`config.mk`:
```
export PLATFORM = sky130hd
export DESIGN_NAME = skolem_sweep_ctrl_flat
export DESIGN_NICKNAME = d
export VERILOG_FILES = /design/src/rtl/skolem_sweep_if.sv /design/src/rtl/skolem_sweep_ctrl.sv /design/src/flat_wrapper.sv
export SDC_FILE = /design/constraint.sdc
export NUM_CORES = 1
export LEC_CHECK = 0
export CORE_MARGIN = 10
export CORE_UTILIZATION = 35
export CTS_BUF_LIST = sky130_fd_sc_hd__clkbuf_8
export DETAILED_ROUTE_END_ITERATION = 16
export GPL_ROUTABILITY_DRIVEN = 1
export HOLD_SLACK_MARGIN = 0.02
export PLACE_DENSITY = 0.64
export SLEW_MARGIN = 20
export SYNTH_ARGS = -nofsm -noshare
export SYNTH_HDL_FRONTEND = slang
export SYNTH_SLANG_ARGS = --single-unit
```
`constraint.sdc`:
```
create_clock -name clk -period 1.8 [get_ports clk]
set_input_delay 0.54 -clock clk [delete_from_list [all_inputs] [get_ports clk]]
set_output_delay 0.54 -clock clk [all_outputs]
set_load 0.02 [all_outputs]
```
`src/rtl/skolem_sweep_if.sv`:
```
// Handshake and result bundle between the sweep controller and the harness
// that hosts the combinational Skolem block.
interface skolem_sweep_if #(
    parameter int N_IN  = 4,
    parameter int CNT_W = N_IN + 1
);
    logic             start;
    logic             abort;
    logic [N_IN-1:0]  vec_out;
    logic             sk_in;
    logic             spec_ok;
    logic             busy;
    logic             done;
    logic             pass;
    logic [CNT_W-1:0] fail_cnt;
    logic             first_fail_valid;
    logic [N_IN-1:0]  first_fail_vec;
    logic             first_fail_sk;

    modport master (
        input  start, abort, sk_in, spec_ok,
        output vec_out, busy, done, pass, fail_cnt,
               first_fail_valid, first_fail_vec, first_fail_sk
    );

    modport slave (
        output start, abort, sk_in, spec_ok,
        input  vec_out, busy, done, pass, fail_cnt,
               first_fail_valid, first_fail_vec, first_fail_sk
    );
endinterface

```
`src/rtl/skolem_sweep_ctrl.sv`:
```
// Exhaustive input sweep for a combinational Skolem block: drives each vector,
// waits SETTLE cycles, samples spec_ok/sk_in, tallies failures and reports pass.
module skolem_sweep_ctrl #(
    parameter int N_IN   = 4,
    parameter int SETTLE = 0,
    parameter int CNT_W  = N_IN + 1
) (
    input  logic           clk,
    input  logic           rst,
    skolem_sweep_if.master bus
);
    typedef enum logic [1:0] {IDLE, SWEEP, DONE} state_t;

    localparam logic [7:0]      SETTLE_L = 8'(SETTLE);
    localparam logic [N_IN-1:0] VEC_LAST = '1;

    state_t           state_q, state_n;
    logic [N_IN-1:0]  vec_q, vec_n;
    logic [7:0]       settle_q, settle_n;
    logic [CNT_W-1:0] fail_q, fail_n;
    logic             pass_q, pass_n;
    logic             ffv_q, ffv_n;
    logic [N_IN-1:0]  ffvec_q, ffvec_n;
    logic             ffsk_q, ffsk_n;

    always_comb begin
        state_n  = state_q;
        vec_n    = vec_q;
        settle_n = settle_q;
        fail_n   = fail_q;
        pass_n   = pass_q;
        ffv_n    = ffv_q;
        ffvec_n  = ffvec_q;
        ffsk_n   = ffsk_q;
        case (state_q)
            IDLE: begin
                if (bus.start) begin
                    state_n  = SWEEP;
                    vec_n    = '0;
                    settle_n = '0;
                    fail_n   = '0;
                    pass_n   = 1'b0;
                    ffv_n    = 1'b0;
                    ffvec_n  = '0;
                    ffsk_n   = 1'b0;
                end
            end
            SWEEP: begin
                // Abort wins over the sample; the partial tally stays visible.
                if (bus.abort) begin
                    state_n = IDLE;
                    pass_n  = 1'b0;
                end else if (settle_q != SETTLE_L) begin
                    settle_n = settle_q + 8'd1;
                end else begin
                    if (!bus.spec_ok) begin
                        fail_n = fail_q + CNT_W'(1);
                        if (!ffv_q) begin
                            ffv_n   = 1'b1;
                            ffvec_n = vec_q;
                            ffsk_n  = bus.sk_in;
                        end
                    end
                    // Last vector leaves vec_out parked at all-ones.
                    if (vec_q == VEC_LAST) begin
                        state_n = DONE;
                        pass_n  = (fail_n == '0);
                    end else begin
                        vec_n    = vec_q + N_IN'(1);
                        settle_n = '0;
                    end
                end
            end
            DONE:    state_n = IDLE;
            default: state_n = IDLE;
        endcase
    end

    always_ff @(posedge clk) begin
        if (rst) state_q <= IDLE;
        else     state_q <= state_n;
    end

    always_ff @(posedge clk) begin
        if (rst) begin
            vec_q    <= '0;
            settle_q <= '0;
            fail_q   <= '0;
            pass_q   <= 1'b0;
            ffv_q    <= 1'b0;
            ffvec_q  <= '0;
            ffsk_q   <= 1'b0;
        end else begin
            vec_q    <= vec_n;
            settle_q <= settle_n;
            fail_q   <= fail_n;
            pass_q   <= pass_n;
            ffv_q    <= ffv_n;
            ffvec_q  <= ffvec_n;
            ffsk_q   <= ffsk_n;
        end
    end

    assign bus.vec_out          = vec_q;
    assign bus.busy             = (state_q == SWEEP);
    assign bus.done             = (state_q == DONE);
    assign bus.pass             = pass_q;
    assign bus.fail_cnt         = fail_q;
    assign bus.first_fail_valid = ffv_q;
    assign bus.first_fail_vec   = ffvec_q;
    assign bus.first_fail_sk    = ffsk_q;
endmodule

```
`src/flat_wrapper.sv`:
```
// flat-port wrapper written by rule: the top's interface ports become plain ports
module skolem_sweep_ctrl_flat 
#(
    parameter int N_IN   = 4,
    parameter int SETTLE = 0,
    parameter int CNT_W  = N_IN + 1
)
  (clk, rst, bus_start, bus_abort, bus_sk_in, bus_spec_ok, bus_vec_out, bus_busy, bus_done, bus_pass, bus_fail_cnt, bus_first_fail_valid, bus_first_fail_vec, bus_first_fail_sk);
  skolem_sweep_if #(.N_IN(N_IN), .CNT_W(CNT_W)) bus_i ();
  input  logic clk;
  input  logic rst;
  input wire logic [$bits(bus_i.start)-1:0] bus_start;
  input wire logic [$bits(bus_i.abort)-1:0] bus_abort;
  input wire logic [$bits(bus_i.sk_in)-1:0] bus_sk_in;
  input wire logic [$bits(bus_i.spec_ok)-1:0] bus_spec_ok;
  output wire logic [$bits(bus_i.vec_out)-1:0] bus_vec_out;
  output wire logic [$bits(bus_i.busy)-1:0] bus_busy;
  output wire logic [$bits(bus_i.done)-1:0] bus_done;
  output wire logic [$bits(bus_i.pass)-1:0] bus_pass;
  output wire logic [$bits(bus_i.fail_cnt)-1:0] bus_fail_cnt;
  output wire logic [$bits(bus_i.first_fail_valid)-1:0] bus_first_fail_valid;
  output wire logic [$bits(bus_i.first_fail_vec)-1:0] bus_first_fail_vec;
  output wire logic [$bits(bus_i.first_fail_sk)-1:0] bus_first_fail_sk;
  assign bus_i.start = bus_start;
  assign bus_i.abort = bus_abort;
  assign bus_i.sk_in = bus_sk_in;
  assign bus_i.spec_ok = bus_spec_ok;
  assign bus_vec_out = bus_i.vec_out;
  assign bus_busy = bus_i.busy;
  assign bus_done = bus_i.done;
  assign bus_pass = bus_i.pass;
  assign bus_fail_cnt = bus_i.fail_cnt;
  assign bus_first_fail_valid = bus_i.first_fail_valid;
  assign bus_first_fail_vec = bus_i.first_fail_vec;
  assign bus_first_fail_sk = bus_i.first_fail_sk;
  skolem_sweep_ctrl #(.N_IN(N_IN), .SETTLE(SETTLE), .CNT_W(CNT_W)) u_core (.clk(clk), .rst(rst), .bus(bus_i));
endmodule
```
==> reports/qor.csv <==
metric;value;unit
status;finished, violations left;
violations;setup timing;
yosysSeqAreaShare;37.8;%
crit_type;reg -> reg;
critPathCaptureType;register;
ios;24;
cts_made_buffers;3;
cap_violations;0;
startpoint;u_core.settle_q[0];
instances_no_fill;264;
detailedPlace.worstSlack;-0.499;ns
track_usage;11.4;%
cellPowerDensity;558;nW/um2
fin_tns_setup;-0.350;ns
synth_area;1380;um2
netlist_instances;159;
cts_tree;yes;
vias;1477;
whs;0.479;ns
placed_area;1880;um2
io_buffers;23;
rsz0062_at_grt;yes;
vdd_drop_max;0.276;mV
rr_startpoint;u_core.settle_q[0];
avgSynthCellArea;8.66;um2
ant_nets;0;
cts_num_sinks;26;
grt_pass1_wl;6.18;mm
synth_top_cell_by_area;dfxtp_1;
grt.overflow.total;0;
timing.fmax;521;MHz
fin_crit;1.92;ns
core;3740;um2
setup_viol;5;
drv_slew;0;
r2r_cells;6;
insertion_delay;0.28;ns
synth-seq-cells;26;
hold_viol;0;
tightestPinTransition;0.344;ns
crit_required;2.01;ns
yosys-top-cells-area;dfxtp_1, a21oi_1, o21ai_0, ha_1, nand4_1;
synth_edf_count;0;
clkSlewWorstSetupHoldPaths;0.09;ns
wl;4.01;mm
grt_max_degree;26;
synthFlopType;dfxtp_1;
ys_types;38;
drc;0;
min_path_type;reg -> reg;
dieArea;6850;um2
fin_crit_sh;107;%
root_buffer;clkbuf_8;
worstHoldPathCells;2;
cts_buffer_depth;2;
top_layer;met4;
dp_cells;255;
start_kind;register;
fin_area;2070;um2
syn2layout_area_growth;50.1;%
post_drt_wl_per_cell;15.2;um
start_util;36.8;%
nets;227;
crit_fanout;5;
grt_antenna_before_repair;0;
first_iter_violations;74;
synth-async-reset-ratio;0;%
dpl.hpwl;2.92;mm
dr_wl_met2;2.00;mm
worstHoldStart;u_core.bus.first_fail_sk;
power_leakage;0.000918;uW
diodes;0;
ys_warn_count;0;
worst_ep_arrival_time;2.13;ns
gp_congestion;0.802;
dr.pass1.iters;4;
syn-num-nets;169;
fp-row-count;22;
drive_gt1_share;31.5;%
grt_pass1_vias;1384;
max-slew-margin-rel;77.0;%
met1_length;1.72;mm
avgViaCountPerCell;5.59;
synth_top_area_share;37.8;%
htreeDepth;1;
fin_skew;0.00180;ns
die_h;82.7;um
die_w;82.7;um
route.met3.wl;188;um
finalWorstSetupSlack;-0.118;ns
-- layout by cell type (no fill, tap or decap), drive strengths merged --
cell type / n
ha: 4
o31a: 1
mux2i: 1
a311oi: 3
and3: 4
nor3: 2
or4b: 1
nor2: 4
inv: 5
nor3b: 4
nand4b: 3
dlymetal6s2s: 6
nand3: 4
o21bai: 1
nor4b: 2
o31ai: 5
a211oi: 5
a21o: 2
dfxtp: 26
or4: 3
a31o: 1
nand4: 8
a21oi: 18
a31oi: 2
nand2: 5
nand3b: 1
dlygate4sd2: 13
nor2b: 4
o21a: 4
nand2b: 5
buf: 39
xnor2: 3
or3: 3
clkbuf: 5
o21ai: 14
o2bb2ai: 1
a41oi: 2
clkdlybuf4s50: 2
-- per-layer routing --
layer | vias up | GRT usage (%)
met5 | - | 0
met4 | 0 | 5.69
met3 | 7 | 1.84
met2 | 30 | 19.4
met1 | 711 | 13.4
li1 | 729 | -
-- worst max-delay path, cell delays in order, from the launching register on --
cell and delay (ns):
dfxtp_2 0.33, inv_2 0.07, ha_4 0.13, or4b_4 0.46, o31a_1 0.31, or4_1 0.42
a21oi_1 0.14
-- registers in the layout, summed over array words and instances, names as in the netlist --
register / flops
u_core.bus.fail_cnt: 5
u_core.settle_q: 8
u_core.bus.first_fail_vec: 4
u_core.bus.vec_out: 4
u_core.bus.pass: 1
u_core.bus.first_fail_sk: 1
u_core.bus.first_fail_valid: 1
u_core.state_q: 2
-- cell usage after synthesis (5+ instances only) --
| master | instances |
|---|---|
| clkbuf_1 | 7 |
| o21ai_0 | 14 |
| inv_1 | 5 |
| nand2_1 | 5 |
| nand4_1 | 8 |
| dfxtp_1 | 26 |
| a21oi_1 | 18 |
| nand2b_1 | 5 |
| o31ai_1 | 5 |
-- cells by family after synthesis --
family	synth area share (%)
buffers and inverters	4.09
adder cells (fa/ha/maj)	3.63
XOR/XNOR	1.91
flip-flops	37.8
AND/OR/NAND/NOR	24.6
multiplexers	0.727
AO/OA/AOI/OAI	27.2
-- through the flow --
stage | power (uW) | util (%)
3_5_place_dp | 772 | 50.2
2_1_floorplan | 685 | -
3_3_place_gp | 769 | 50.2
4_1_cts | 1160 | 52.2
6_report | 1150 | 55.2
5_1_grt | 1200 | 55.2
-- report_power, final --
part / total [uW] / internal (uW) / switching (uW)
registers: 590 / 583 / 6.43
clock network: 387 / 196 / 191
logic: 176 / 77.9 / 98.5
-- cell type report --
cell class | instances | area (um2)
flip-flops and latches | 26 | 526
inverters | 5 | 18.8
repair buffers | 61 | 519
fillers | 354 | 1680
clock buffers | 4 | 55.1
multi-input cells | 120 | 890
well taps | 48 | 60.1
-- worst paths after layout --
path | to | slack, ns
worst max register to register | u_core.bus.vec_out[3] | -0.12
worst min-delay path | u_core.bus.first_fail_sk | 0.48
worst max-delay path | u_core.bus.vec_out[3] | -0.12
worst min register to register | u_core.bus.first_fail_sk | 0.48
-- timing repair --
| item | CTS | global route |
|---|---|---|
| pin swaps | 2 | 12 |
| hold endpoints to repair | 0 | 0 |
| setup buffers | 1 | 3 |
| endpoints found under the setup margin | 19 | 20 |
| resized for setup | 29 | 30 |
| gates cloned | 0 | 1 |
| hold buffers | 0 | 0 |
No activity file was read; power rests on OpenSTA's default activity.
